$ cat config.mk
export PLATFORM = sky130hd
export DESIGN_NAME = sync_fifo
export DESIGN_NICKNAME = d
export VERILOG_FILES = /design/src/rtl/sync_fifo.sv
export SDC_FILE = /design/constraint.sdc
export NUM_CORES = 1
export LEC_CHECK = 0
export CAP_MARGIN = 5
export CORE_UTILIZATION = 40
export DETAILED_ROUTE_END_ITERATION = 8
export PLACE_DENSITY = 0.56
export SLEW_MARGIN = 20
export SYNTH_ARGS = -nofsm -noshare
export SYNTH_HDL_FRONTEND = slang
export SYNTH_SLANG_ARGS = --single-unit
$ cat constraint.sdc
create_clock -name clk -period 3.8 [get_ports clk]
set_input_delay 0.38 -clock clk [delete_from_list [all_inputs] [get_ports clk]]
set_output_delay 0.38 -clock clk [all_outputs]
set_load 0.005 [all_outputs]
$ cat src/rtl/sync_fifo.sv
// Single-clock FIFO with a registered read port and occupancy flags.
// Latency: a write at edge N is readable from edge N+1; read data appears one edge after rd_en is sampled.
// Backpressure: a write into a full FIFO is accepted only if a read is accepted on the same edge; rejected operations pulse overflow/underflow.
module sync_fifo #(
  parameter int DATA_WIDTH = 8,
  parameter int DEPTH      = 16,
  parameter int AF_LEVEL   = DEPTH - 2,
  parameter int AE_LEVEL   = 2
) (
  input  logic                    clk,
  input  logic                    rst_n,
  input  logic                    wr_en,
  input  logic [DATA_WIDTH-1:0]   wr_data,
  input  logic                    rd_en,
  output logic [DATA_WIDTH-1:0]   rd_data,
  output logic                    rd_valid,
  output logic                    full,
  output logic                    empty,
  output logic                    almost_full,
  output logic                    almost_empty,
  output logic [$clog2(DEPTH):0]  count,
  output logic                    overflow,
  output logic                    underflow
);

  localparam int AW = $clog2(DEPTH);
  localparam int CW = AW + 1;

  localparam logic [CW-1:0] FULL_LVL = CW'(DEPTH);
  localparam logic [CW-1:0] AF_LVL   = CW'(AF_LEVEL);
  localparam logic [CW-1:0] AE_LVL   = CW'(AE_LEVEL);
  localparam logic [AW-1:0] PTR_ONE  = AW'(1);
  localparam logic [CW-1:0] CNT_ONE  = CW'(1);

  // Pointers wrap by plain overflow, so the depth has to be a power of two.
  if ((DEPTH < 4) || ((DEPTH & (DEPTH - 1)) != 0)) begin : g_bad_depth
    $error("sync_fifo: DEPTH must be a power of two and at least 4");
  end

  // Note: rst_n is an active-HIGH synchronous reset despite its name.
  logic                  rst;
  assign rst = rst_n;

  // Storage array; never reset, contents are only meaningful behind the pointers.
  logic [DATA_WIDTH-1:0] mem_q [DEPTH];

  logic [AW-1:0]         wr_ptr_q,    wr_ptr_d;
  logic [AW-1:0]         rd_ptr_q,    rd_ptr_d;
  logic [CW-1:0]         count_q,     count_d;
  logic [DATA_WIDTH-1:0] rd_data_q,   rd_data_d;
  logic                  rd_valid_q,  rd_valid_d;
  logic                  overflow_q,  overflow_d;
  logic                  underflow_q, underflow_d;

  logic                  full_w;
  logic                  empty_w;
  logic                  wr_accept;
  logic                  rd_accept;

  // Status flags come straight from the registered count, so no input reaches an output combinationally.
  always_comb begin
    full_w  = (count_q == FULL_LVL);
    empty_w = (count_q == '0);
  end

  // Accept decisions. A full FIFO still takes a write when a read frees a slot on the same edge;
  // an empty FIFO never lets a same-cycle write fall through to the read port.
  always_comb begin
    rd_accept = rd_en && !empty_w;
    wr_accept = wr_en && (!full_w || rd_en);
  end

  // Next-state for pointers, occupancy, read port and error pulses.
  always_comb begin
    wr_ptr_d    = wr_ptr_q;
    rd_ptr_d    = rd_ptr_q;
    count_d     = count_q;
    rd_data_d   = rd_data_q;
    rd_valid_d  = 1'b0;
    overflow_d  = wr_en && full_w && !rd_en;
    underflow_d = rd_en && empty_w;

    if (wr_accept) begin
      wr_ptr_d = wr_ptr_q + PTR_ONE;
    end

    if (rd_accept) begin
      rd_ptr_d   = rd_ptr_q + PTR_ONE;
      rd_data_d  = mem_q[rd_ptr_q];
      rd_valid_d = 1'b1;
    end

    unique case ({wr_accept, rd_accept})
      2'b10:   count_d = count_q + CNT_ONE;
      2'b01:   count_d = count_q - CNT_ONE;
      default: count_d = count_q;
    endcase
  end

  // Control state register; reset wins over any concurrent request and discards the contents.
  always_ff @(posedge clk) begin
    if (rst) begin
      wr_ptr_q    <= '0;
      rd_ptr_q    <= '0;
      count_q     <= '0;
      rd_data_q   <= '0;
      rd_valid_q  <= 1'b0;
      overflow_q  <= 1'b0;
      underflow_q <= 1'b0;
    end else begin
      wr_ptr_q    <= wr_ptr_d;
      rd_ptr_q    <= rd_ptr_d;
      count_q     <= count_d;
      rd_data_q   <= rd_data_d;
      rd_valid_q  <= rd_valid_d;
      overflow_q  <= overflow_d;
      underflow_q <= underflow_d;
    end
  end

  // Memory write port; suppressed during reset so a stray write strobe cannot land.
  always_ff @(posedge clk) begin
    if (!rst && wr_accept) begin
      mem_q[wr_ptr_q] <= wr_data;
    end
  end

  // Output mapping.
  always_comb begin
    rd_data      = rd_data_q;
    rd_valid     = rd_valid_q;
    full         = full_w;
    empty        = empty_w;
    almost_full  = (count_q >= AF_LVL);
    almost_empty = (count_q <= AE_LVL);
    count        = count_q;
    overflow     = overflow_q;
    underflow    = underflow_q;
  end

endmodule

# == After elaboration in Yosys (flattened, before gate mapping) ==
# Memories as Yosys holds them, arrays and structs flattened. A register that Yosys moved wholly into a read port is not among the register bits.
# Index checks and enable logic that the tools add are counted.
# classes
add_sub_neg,4
magnitude_cmp,2
n_eq_ne,3
muxes,4
n_reduce_logical,13
# op_table
op,count
$pmux 5 s2,1
$add 4x1->4 const B,2
$logic_and 1x1->1,6
$add 5x1->5 const B,1
$eq 5x5->1 const B,1
$ge 5x4->1 const B,1
$le 5x2->1 const B,1
$logic_not 5->1,1
$sub 5x1->5 const B,1
$logic_not 1->1,4
$mux 1,3
$eq 2x1->1 const B,1
$eq 2x2->1 const B,1
$reduce_bool 2->1,1
$logic_or 1x1->1,1
# word_totals
reg_bits,16
ramBits,128
in_bits,12
out_inout_bits,20
word_cells,33
memories,1
# mem_list
name,words,width,read_ports,rd_ports_with_merged_regs,wr,line_no,source
mem_q,16,8,1,1,1,45,logic [DATA_WIDTH-1:0] mem_q [DEPTH];

# == Depth between registers and ports, before layout ==
# Gate-level depths: netlist of the first run.
# depth
ltp_word,7
mapped_depth,13
mapped_depth_nobuf,12

# == Least setup slack after synthesis of the first run ==
# OpenSTA, ideal clock, no wires.
# synth_timing
kind,reg-to-reg
startpoint,"reg count_q[0], in the netlist count[0]"
endpoint,"reg count_q[4], in the netlist count[4]"
setup_time_ns,0.123
arrival_time_ns,2.628
required_ns,3.677
path_slack_ns,1.049
stages_incl_launch_ff,13
n_path_buf,1
synth_period_minus_slack_ns,2.751
path_cell_list,dfxtp_1 nor4_4 nand2b_2 nand2_2 inv_2 buf_2 ha_1 ha_1 nor2b_1 o21ai_1 a21oi_1 or3b_1 mux2_1
# synth_between
word_cells_on_any_way,13
classes_between,2 x add/sub; 3 x eq/ne; 1 x mux; 7 x reduce/logical
# synth_rtl
item,line_no,source
"start, declared",49,"logic [CW-1:0] count_q, count_d;"
"start signal, assigned",113,count_q <= count_d;
$logic_not 5->1 *,63,empty_w = (count_q == '0);
$logic_not 1->1 *,69,rd_accept = rd_en && !empty_w;
$logic_and 1x1->1 *,69,
via rd_accept,58,logic rd_accept;
$eq 2x1->1 or $eq 2x2->1 (tied branches),93,"unique case ({wr_accept, rd_accept})"
$pmux 5 s2 or $reduce_bool 2->1 (tied branches),--,
# Mark *: on every way through the listed nets, which the timed path passes. The rest lies on a longest branch.
# A chain may end at the register's enable or synchronous reset.

# == Worst setup path in the final report of the first run ==
# layout_timing
startpoint,"reg count_q[0], in the netlist count[0]"
endpoint,"reg count_q[4], in the netlist count[4]"
# layout_between
elab_chain_cells,6
word_cells_on_any_way,13
classes_between,2 x add/sub; 3 x eq/ne; 1 x mux; 7 x reduce/logical
# layout_rtl
item,line_no,source
$eq 5x5->1,62,full_w = (count_q == FULL_LVL);
$logic_not 1->1,70,wr_accept = wr_en && (!full_w || rd_en);
$logic_or 1x1->1,70,
$logic_and 1x1->1,70,
$eq 2x1->1 or $eq 2x2->1 (tied branches),93,
$pmux 5 s2 or $reduce_bool 2->1 (tied branches),--,
# Several ways; a longest one is shown, not always the timed one.

==> summary.md, run 1 <==
| Metric | Value |
|---|---|
| Run status | completed |
| Wire length on met2 | 6100 um |
| Synth Area in Adders | 0.0216 |
| Gates resized, CTS repair | 0 |
| Post-Place Cell Area | 6600 um^2 |
| Syn. warnings | 0 |
| Antenna cells | 0 |
| Horiz. Die Dim | 126 um |
| Hold Buf Count CTS | 0 |
| Top Layer Used | met4 |
| Worst Path Buf+Inv | 1 |
| Post-route minimum period | 3.06 ns |
| Cell Area, Synth | 6140 um^2 |
| RSZ-0062 raised after global routing | false |
| Area Overhead vs Synth | 16.3% |
| Share of cells above drive strength 1 | 0.0953 |
| Skew-Pair Late Insertion Delay | 0.41 ns |
| Starting Density | 0.416 |
| XOR/XNOR Fraction of Synth Area | 0.00998 |
| Final instance area | 7140 um^2 |
| Largest net degree at the start of global routing | 58 |
| Multiplexer share of the synthesized area | 0.108 |
| TritonCTS clock tree | done |
| CP top delay family | simple AND/OR/NAND/NOR gates |
| DR vias | 3,420 |
| R2R depth | 11 |
| Stages on worst setup path | 11 |
| CORE AREA | 14,800 um^2 |
| Post-synth top area share | 0.626 |
| CP Launch Point | count[0] |
| Post-CTS setup buffer count | 0 |
| #FFs+latches synth | 152 |
| Total GRT Usage | 0.173 |
| Global-route wire length before repair | 19,500 um |
| Ranking of synthesized cells by area | edfxtp_1 63%, mux2i_1 11%, dfxtp_1 7.8% |
| Longest Clk Path Bufs | 2 |
| R2r startpoint | count[0] |
| Peak VDD IR | 0.505 mV |
| # setup viols final | 0 |
| Worst Skew | 0.0103 ns |
| Leak | 2.23 nW |
| Synthesized Nets | 423 |
| CP cell instances | nor4_4 > nand3b_2 > nand2_1 > ha_1 > inv_1 > fa_1 > nor2b_1 > o21ai_1 > nand3_1 > or3b_1 > mux2_1 |
| Post-synth top cells | 128 x edfxtp_1, 65 x mux2i_1, 34 x nor2_1 |
| Initial DRC count | 320 |
| Simple-gate portion of the synthesized area | 0.0717 |
| Worst-path clk slew | 0.06 ns |
| Worst EP required | 4.09 ns |
| Least-Margin Pin Slew | 1.03 ns |
| Number of synthesized flops with an enable pin | 128 |
| Vias in the first global route | 3,265 |
| Antenna violations before repair | 0 |
| Root Buffer | clkbuf_16 |
| Compound-Gate Fraction of Synth Area | 0.0558 |
| Critical-path maximum fanout | 6 |
| Worst hold path type | reg2reg |
| Critical R2R Capture | count[4] |
| Maximum operating frequency | 327 MHz |
| Full die area | 15,900 um^2 |
| Crit end category | flop |
| Pre-Repair DR Iteration Count | 5 |
| Clock sinks | 152 |
| Largest stage delay, worst path | 0.40 ns |
| Global route overflow | 0 |
| Final Cycle Share | 0.804 |
| Final hold violation count | 0 |
| FP Rows | 44 |
| Relative slew slack | 0.312 |
| Post-synth top area cell | edfxtp_1 |
| Worst endpoint data arrival time | 3.35 ns |
| Die H | 126 um |
| Met1 WL | 6070 um |
| Crit path to | count[4] |
| FF-to-FF setup slack | 0.74 ns |
| # IOs | 32 |
| Max Cap Viol | 0 |
| Final HPWL DP | 8300 um |
| Largest family of logic cells by synthesized area | multiplexers |
| Slew Viols, Final | 0 |
| H-tree depth | 4 |
| Post-synthesis sequential area ratio | 0.704 |
| Top_reg_cell synth | edfxtp_1 |
| Gpl congestion | 0.783 |
| Async set-reset flop share out of synthesis | 0 |
| Nets | 460 |
| Setup TNS | 0 ns |
| Crit path launch type | flop |
| Pwr Density | 600 nW/um^2 |
| CP max stage cell | nor4_4 |
| Metal3 WL | 535 um |
| Post-DRT Antenna Nets | 0 |
| Per-cell routed wire length | 20.3 um |
| Synth cell types | 41 |
| IO Port Bufs | 31 |
| Final WL | 12,900 um |
| WS Path Type | reg2reg |
| Num CTS Buffers | 17 |
| Avg Vias per Cell | 5.39 |
| DRC | 0 |
| Syn Inst Count | 401 |
| Syn Area/Cell | 15.3 um^2 |
| Count leader, synth | edfxtp_1 |
worst min-delay path, stage by stage (launching register included):
cell and delay (ns):
dfxtp_1 0.31, nor2_1 0.09, a211oi_1 0.05
cell usage in the layout, fill, tap and decap left out, types with 6 or more instances in the layout:
cell type,Yosys,routed
nor2_1,34,34
clkdlybuf4s50_1,0,31
ha_1,9,9
nor4_1,8,8
a211oi_1,8,8
a21oi_1,7,7
inv_1,7,7
o22ai_1,30,30
buf_4,1,8
clkinv_2,0,6
mux2i_1,65,65
clkbuf_16,0,17
edfxtp_1,128,128
dfxtp_1,24,23
nand2_1,12,12
final cells by class:
cell class | instances | area [um^2]
Fill cell | 1277 | 7610
Multi-Input combinational cell | 220 | 1640
Clock inverter | 12 | 109
Timing Repair Buffer | 39 | 370
Inverter | 8 | 30.0
Tap cell | 184 | 230
Clock buffer | 20 | 437
Sequential cell | 152 | 4330
worst min-delay path by stage:
stage | cells after the start | end | from
6_report | 2 | rd_data[6] | rd_data[6]
5_1_grt | 2 | rd_data[4] | rd_data[4]
4_1_cts | 2 | rd_data[4] | rd_data[4]
3_3_place_gp | 2 | rd_data[5] | rd_data[5]
2_1_floorplan | 0 | mem_q[0][0] | wr_data[0]
3_5_place_dp | 2 | rd_data[4] | rd_data[4]
through the flow:
step,instances,power [mW],hold slack [ns],utilization,worst slack (ns)
2_1_floorplan,401,2.43,0.479,-,1.05
3_3_place_gp,603,2.76,0.494,0.447,0.685
3_5_place_dp,603,2.77,0.494,0.447,0.568
4_1_cts,635,4.32,0.502,0.484,0.721
5_1_grt,635,4.47,0.527,0.484,0.525
6_report,635,4.29,0.498,0.484,0.743
per-layer routing:
layer,vias up,track usage
li1,1611,-
met1,1727,0.234
met2,71,0.270
met3,11,0.0438
met4,0,0.0624
met5,-,0
state kept, by name, indices dropped and copies added, names as in the netlist:
| register | count |
|---|---|
| wr_ptr_q | 4 |
| rd_valid | 1 |
| count | 5 |
| overflow | 1 |
| rd_ptr_q | 4 |
| rd_data | 8 |
| underflow | 1 |
| mem_q | 128 |
cell families after synthesis:
family                   after synthesis
AO/OA/AOI/OAI                         52
XOR/XNOR                               7
adder cells (fa/ha/maj)               10
buffers and inverters                 29
flip-flops                           152
multiplexers                          66
AND/OR/NAND/NOR                       85
power by group:
part,internal [mW],switching (mW)
Combinational,0.368,0.365
Clock,0.951,0.607
Sequential,1.90,0.0946
Power figures use the tool's default switching activity.
==> inputs of run 2 (changes only) <==
--- a/config.mk
+++ b/config.mk
@@ -8,7 +8,7 @@
 export CAP_MARGIN = 5
 export CORE_UTILIZATION = 40
 export DETAILED_ROUTE_END_ITERATION = 8
-export PLACE_DENSITY = 0.56
+export PLACE_DENSITY = 0.58
 export SLEW_MARGIN = 20
 export SYNTH_ARGS = -nofsm -noshare
 export SYNTH_HDL_FRONTEND = slang
==> constraint.sdc (replaced) <==
create_clock -name clk -period 2.5 [get_ports clk]
set_input_delay 0.25 -clock clk [delete_from_list [all_inputs] [get_ports clk]]
set_output_delay 0.25 -clock clk [all_outputs]
set_load 0.005 [all_outputs]
==> run 2 against run 1 <==
  * The flow now finishes with violations (negative setup slack)
  * Fmax rose by 18%
  * Clock power grew 63%
  * Largest power group unchanged
  * Utilization increased by 2.3 points
  * Combinational power rose by 88%
  * Sequential share of layout area down 2.7 points
  * Worst hold slack worse by 0.018 ns
  * Clock skew shrank 0.0045 ns
  * Critical path type unchanged
  * Register-to-register slack got worse by 0.83 ns
  * Critical endpoint unchanged
  * Global-route usage up 0.35 points
  * Highest routed layer unchanged
  * Non-clock buffer count is 29 higher
  * Flip-flop and latch count stayed put
  * Setup slack worse by 0.83 ns
==> summary.md, run 2 (synthesis results as in run 1) <==
| Metric | Value |
|---|---|
| Per-cell routed wire length | 19.7 um (-2.9%) |
| Pre-Repair DR Iteration Count | 5 (unchanged) |
| Global route overflow | 0 (unchanged) |
| CORE AREA | 14,800 um^2 (unchanged) |
| Avg Vias per Cell | 5.25 (-2.6%) |
| Longest Clk Path Bufs | 2 (unchanged) |
| Final WL | 13,100 um (+1.5%) |
| Crit end category | flop |
| Critical-path maximum fanout | 3 (-3) |
| TritonCTS clock tree | done |
| Hold Buf Count CTS | 0 (unchanged) |
| Clock sinks | 152 (unchanged) |
| Root Buffer | clkbuf_16 |
| Run status | finished, violations left |
| FP Rows | 44 (unchanged) |
| IO Port Bufs | 31 (unchanged) |
| Failing checks | negative setup slack |
| Crit path launch type | flop |
| Final WS setup | -0.0918 ns (-0.835 ns) |
| # setup viols final | 1 (+1) |
| Post-CTS setup buffer count | 0 (unchanged) |
| Pwr Density | 924 nW/um^2 (+54%) |
| Largest register FFs | 128 (unchanged) |
| Share of cells above drive strength 1 | 0.181 (+0.0859) |
| # IOs | 32 (unchanged) |
| Post-DRT Antenna Nets | 0 (unchanged) |
| Horiz. Die Dim | 126 um (unchanged) |
| Final HPWL DP | 8620 um (+3.8%) |
| RSZ-0062 raised after global routing | true |
| Most frequent cells in the layout | 128 x edfxtp_1, 65 x mux2i_1, 36 x buf_4, 34 x nor2_1, 31 x clkdlybuf4s50_1 |
| Slew Viols, Final | 0 (unchanged) |
| Skew-Pair Late Insertion Delay | 0.42 ns (about the same) |
| Nets | 489 (+6.3%) |
| Commonest non-fill, non-tap cell in the layout | edfxtp_1 |
| Antenna cells | 0 (unchanged) |
| Full die area | 15,900 um^2 (unchanged) |
| Num CTS Buffers | 17 (unchanged) |
| Starting Density | 0.416 (unchanged) |
| Worst endpoint data arrival time | 2.90 ns (-0.45 ns) |
| Leak | 2.41 nW (+8.1%) |
| Vias in the first global route | 3,510 (+7.5%) |
| Reg area | 4330 um^2 (+0.14%) |
| Post-route minimum period | 2.59 ns (-0.465 ns) |
| Fillers | 1,256 (-1.6%) |
| Most flops, register | mem_q |
| Antenna violations before repair | 0 (unchanged) |
| Total GRT Usage | 0.176 (+0.00354) |
| Max Cap Viol | 0 (unchanged) |
| Pre-CTS WS | -0.143 ns (-0.711 ns) |
| Worst Skew | 0.00586 ns (-0.00446 ns) |
| Worst hold path type | in2reg |
| Largest stage delay, worst path | 0.37 ns (-0.03 ns) |
| Power Total | 6.92 mW (+61%) |
| CP cell instances | nor4_4 > buf_4 > nand3b_4 > nand2_4 > ha_4 > inv_2 > fa_2 > nor2b_4 > o21ai_2 > nand3_1 > or3b_4 > mux2_4 |
| Gpl congestion | 0.744 (-4.9%) |
| Worst-path clk slew | 0.06 ns (about the same) |
| Worst EP required | 2.81 ns (-1.28 ns) |
| Maximum operating frequency | 386 MHz (+18%) |
| WS Path Type | reg2reg |
| Least-Margin Pin Slew | 0.707 ns (-0.325 ns) |
| Final hold violation count | 0 (unchanged) |
| CP max stage cell | or3b_4 |
| Largest net degree at the start of global routing | 26 (-55%) |
| DR vias | 3,483 (+1.8%) |
| Die H | 126 um (unchanged) |
| Peak VDD IR | 0.549 mV (+8.7%) |
| H-tree depth | 4 (unchanged) |
| Area Overhead vs Synth | 21.8% |
| Global-route wire length before repair | 20,200 um (+3.6%) |
| DRC | 0 (unchanged) |
| Relative slew slack | 0.527 (+0.215) |
| Initial DRC count | 310 (-3.1%) |
| Final Cycle Share | 1.04 (+0.232) |
| Area of the multi-input gates | 1700 um^2 (+3.7%) |
## run 2: cell types whose count changed in the layout (fill, tap and decap cells not counted), moves of 2 or more
cell	before	now
clkinv_2	6	3
clkinvlp_4	1	4
ha_1	9	7
clkinv_1	3	0
buf_4	8	36
dfxtp_1	23	20
dfxtp_2	0	2
ha_4	0	2
## run 2: timing repair
action | 4_1_cts | 5_1_grt
gates resized for setup | 1 | 1
pin swaps | 6 | 0
setup endpoints to repair | 1 | 1
## run 2: metrics by stage
stage / cell area (um^2) / hold slack, ns / instances / util / TNS (ns)
2_1_floorplan: 6210 / 0.349 / 401 / - / -0.0888
3_3_place_gp: 6890 / 0.490 / 632 / 0.467 / -0.0806
3_5_place_dp: 6890 / 0.492 / 632 / 0.467 / -0.143
4_1_cts: 7480 / 0.465 / 664 / 0.507 / -0.0989
5_1_grt: 7480 / 0.478 / 664 / 0.507 / -0.212
6_report: 7480 / 0.480 / 664 / 0.507 / -0.0918
## run 2: metal layers
layer	GRT usage	up-vias	wire length [um]	part of all wire
met5	0	-	0	0
met4	0.0765	0	237	0.018
met3	0.0484	20	636	0.049
met2	0.271	73	6160	0.47
met1	0.235	1721	6030	0.46
li1	-	1669	-	-
## run 2: critical path, delay by kind of cell, from the launching register on
kind | cells | cell delay (ns)
fa+ha+maj | 2 | 0.52
simple gates | 6 | 1.05
mux | 1 | 0.30
compound gates | 1 | 0.07
buf+inv | 2 | 0.23
flops | 1 | 0.33
## run 2: layout make-up
type / count / share of cell area
multi-input cells: 220 / 0.227
flip-flops and latches: 152 / 0.579
repair buffers: 68 / 0.0802
clock inverters: 12 / 0.0204
well taps: 184 / 0.0308
inverters: 8 / 0.00401
clock buffers: 20 / 0.0583
## run 2: final timing paths
path / startpoint / to / slack [ns] / cells past startpoint
setup / recovery: count[0] / count[4] / -0.09 / 12
hold / removal: rd_en / underflow / 0.48 / 2
setup reg to reg: count[0] / count[4] / -0.09 / 12
hold reg to reg: rd_data[2] / rd_data[2] / 0.50 / 2
## run 2: report_power, final
group / internal (mW) / switching, mW / total [mW] / leakage (nW)
Combinational: 0.738 / 0.640 / 1.38 / 0.785
Clock: 1.57 / 0.973 / 2.54 / 0.276
Sequential: 2.89 / 0.104 / 3.00 / 1.35
Total: 5.20 / 1.72 / 6.92 / 2.41
==> inputs of run 3 (changes only) <==
==> constraint.sdc (replaced) <==
create_clock -name clk -period 2.5 [get_ports clk]
set_input_delay 0.5 -clock clk [delete_from_list [all_inputs] [get_ports clk]]
set_output_delay 0.5 -clock clk [all_outputs]
set_load 0.005 [all_outputs]
==> run 3 against run 2 <==
  * The flow still finishes with violations (negative setup slack)
  * Fmax is 2.6% higher
  * Wire length increased by 0.51%
  * Via count increased by 0.40%
  * First-iteration DRC count fell by 19%
  * Utilization rose by 0.32 points
  * Count of clock-buffer cells in the layout down 2
  * Sequential power is essentially flat
  * Clock skew rose by 0.0031 ns
  * Global-route usage is 0.14 points lower
  * Cell count increased by 0.15%
==> summary.md, run 3 (synthesis results as in run 1) <==
| Metric | Value |
|---|---|
| R2R depth | 12 (unchanged) |
| Per-cell routed wire length | 19.7 um (+0.36%) |
| DR vias | 3,497 (+0.40%) |
| Leak | 2.43 nW (+0.72%) |
| Final Cycle Share | 1.01 (-0.0265) |
| Worst Skew | 0.00900 ns (+0.00313 ns) |
| Largest register FFs | 128 (unchanged) |
| Gpl congestion | 0.767 (+3.0%) |
| Global-route wire length before repair | 20,100 um (-0.20%) |
| Worst-path clk slew | 0.06 ns (about the same) |
| DRC | 0 (unchanged) |
| WHS | 0.498 ns (+0.0186 ns) |
| Avg Vias per Cell | 5.26 (+0.25%) |
| Run status | finished, violations left |
| Least-Margin Pin Slew | 0.732 ns (+0.0247 ns) |
| Post-Place Cell Area | 6900 um^2 (about the same) |
| Final WL | 13,100 um (+0.51%) |
| Antenna cells | 0 (unchanged) |
| CP cell instances | nor4_4 > buf_4 > nand3b_4 > nand2_4 > ha_4 > inv_2 > fa_2 > nor2b_4 > o21ai_2 > nand3_1 > or3b_1 > mux2_4 |
| Final hold violation count | 0 (unchanged) |
| Nets | 490 (+0.20%) |
| Crit path launch type | flop |
| Share of cells above drive strength 1 | 0.183 (+0.00170) |
| Crit path to | count[4] |
| WS Path Type | reg2reg |
| CORE AREA | 14,800 um^2 (unchanged) |
| Worst endpoint data arrival time | 2.83 ns (-0.07 ns) |
| # IOs | 32 (unchanged) |
| CP max stage cell | fa_2 |
| Worst hold path type | reg2reg |
| Peak VDD IR | 0.554 mV (+0.98%) |
| Most flops, register | mem_q |
| Final std cells w/o fill | 665 (+0.15%) |
| Full die area | 15,900 um^2 (unchanged) |
| Fillers | 1,245 (-0.88%) |
| Global route overflow | 0 (unchanged) |
| Relative slew slack | 0.511 (-0.0165) |
| Critical R2R Capture | count[4] |
| Initial DRC count | 250 (-19%) |
| Clock sinks | 152 (unchanged) |
| Starting Density | 0.416 (unchanged) |
| Horiz. Die Dim | 126 um (unchanged) |
| Failing checks | negative setup slack |
| Die H | 126 um (unchanged) |
| Vias in the first global route | 3,503 (-0.20%) |
| Pwr Density | 936 nW/um^2 (+1.3%) |
| Skew-Pair Late Insertion Delay | 0.42 ns (about the same) |
| Post-route minimum period | 2.53 ns (-0.0663 ns) |
| Final instance area | 7530 um^2 (+0.64%) |
| Largest stage delay, worst path | 0.36 ns (about the same) |
| Root Buffer | clkbuf_16 |
| H-tree depth | 4 (unchanged) |
| Slew Viols, Final | 0 (unchanged) |
| FP Rows | 44 (unchanged) |
| Final WS setup | -0.0255 ns (+0.0663 ns) |
| Critical-path maximum fanout | 3 (unchanged) |
| IO Port Bufs | 31 (unchanged) |
| Power Total | 7.05 mW (+1.9%) |
| Crit end category | flop |
| Post-DRT Antenna Nets | 0 (unchanged) |
| TritonCTS clock tree | done |
| Worst EP required | 2.80 ns (about the same) |
| Antenna violations before repair | 0 (unchanged) |
| CP Launch Point | count[0] |
| Num CTS Buffers | 17 (unchanged) |
| Maximum operating frequency | 396 MHz (+2.6%) |
| Longest Clk Path Bufs | 2 (unchanged) |
| # setup viols final | 1 (unchanged) |
| Most frequent cells in the layout | 128 x edfxtp_1, 65 x mux2i_1, 36 x buf_4, 34 x nor2_1, 31 x clkdlybuf4s50_1 |
| Cells after DPL | 631 (-0.16%) |
| RSZ-0062 raised after global routing | true |
| Commonest non-fill, non-tap cell in the layout | edfxtp_1 |
| Area Overhead vs Synth | 22.6% |
| FF-to-FF setup slack | -0.03 ns (+0.07 ns) |
| R2r startpoint | count[0] |
| Final HPWL DP | 8740 um (+1.5%) |
| Total GRT Usage | 0.175 (-0.00138) |
| Largest net degree at the start of global routing | 27 (+3.8%) |
| Pre-Repair DR Iteration Count | 4 (-1) |
| Max Cap Viol | 0 (unchanged) |
## run 3: changes by cell type in the layout (fill, tap and decap cells not counted), sizes merged
| cell | before | now |
|---|---|---|
| clkbuf | 20 | 18 |
| buf | 37 | 38 |
| bufinv | 3 | 4 |
| clkinv | 4 | 5 |
| clkinvlp | 4 | 5 |
| inv | 9 | 8 |
## run 3: worst max-delay path: cells and delay by family (launching register included)
family                   cells  cell delay, ns
buffers and inverters        2            0.23
adder cells (fa/ha/maj)      2            0.52
AND/OR/NAND/NOR              6            0.99
AO/OA/AOI/OAI                1            0.06
flip-flops                   1            0.33
multiplexers                 1            0.30
## run 3: where the power goes
group	switching (mW)	internal, mW
logic	0.645	0.740
registers	0.104	2.89
clock network	0.981	1.68
## run 3: through the flow
| stage | TNS, ns | util | setup WS [ns] |
|---|---|---|---|
| after floorplan | -0.0888 | - | -0.0888 |
| after global placement | -0.319 | 0.467 | -0.319 |
| after detailed placement | -0.450 | 0.467 | -0.389 |
| after CTS | -0.0496 | 0.511 | -0.0496 |
| after global routing | -0.142 | 0.511 | -0.142 |
| final | -0.0255 | 0.511 | -0.0255 |
## run 3: worst min-delay path by stage
stage,startpoint,endpoint,cells past startpoint
2_1_floorplan,wr_ptr_q[1],wr_ptr_q[1],2
3_3_place_gp,rd_data[2],rd_data[2],2
3_5_place_dp,rd_data[6],rd_data[6],2
4_1_cts,rd_data[6],rd_data[6],2
5_1_grt,rd_data[2],rd_data[2],2
6_report,rd_data[6],rd_data[6],2
## run 3: layout make-up
cell class	count	area (um^2)	area share
sequential	152	4330	0.575
multi-input combinational	220	1700	0.225
timing repair buffer	69	621	0.0824
clock buffer	18	439	0.0583
tap	184	230	0.0306
clock inverter	14	180	0.0239
inverter	8	30.0	0.00399
## run 3: what timing repair did
action,CTS,global route
gates resized for setup,1,0
hold buffers,0,0
setup endpoints to repair,1,1
buffers inserted,2,0
pin swaps,6,0
## run 3: metal layers
layer,routed length (um),up-vias,track usage
met3,539,13,0.0459
met1,6120,1760,0.234
li1,-,1674,-
met2,6280,50,0.274
met5,0,-,0
met4,194,0,0.0659
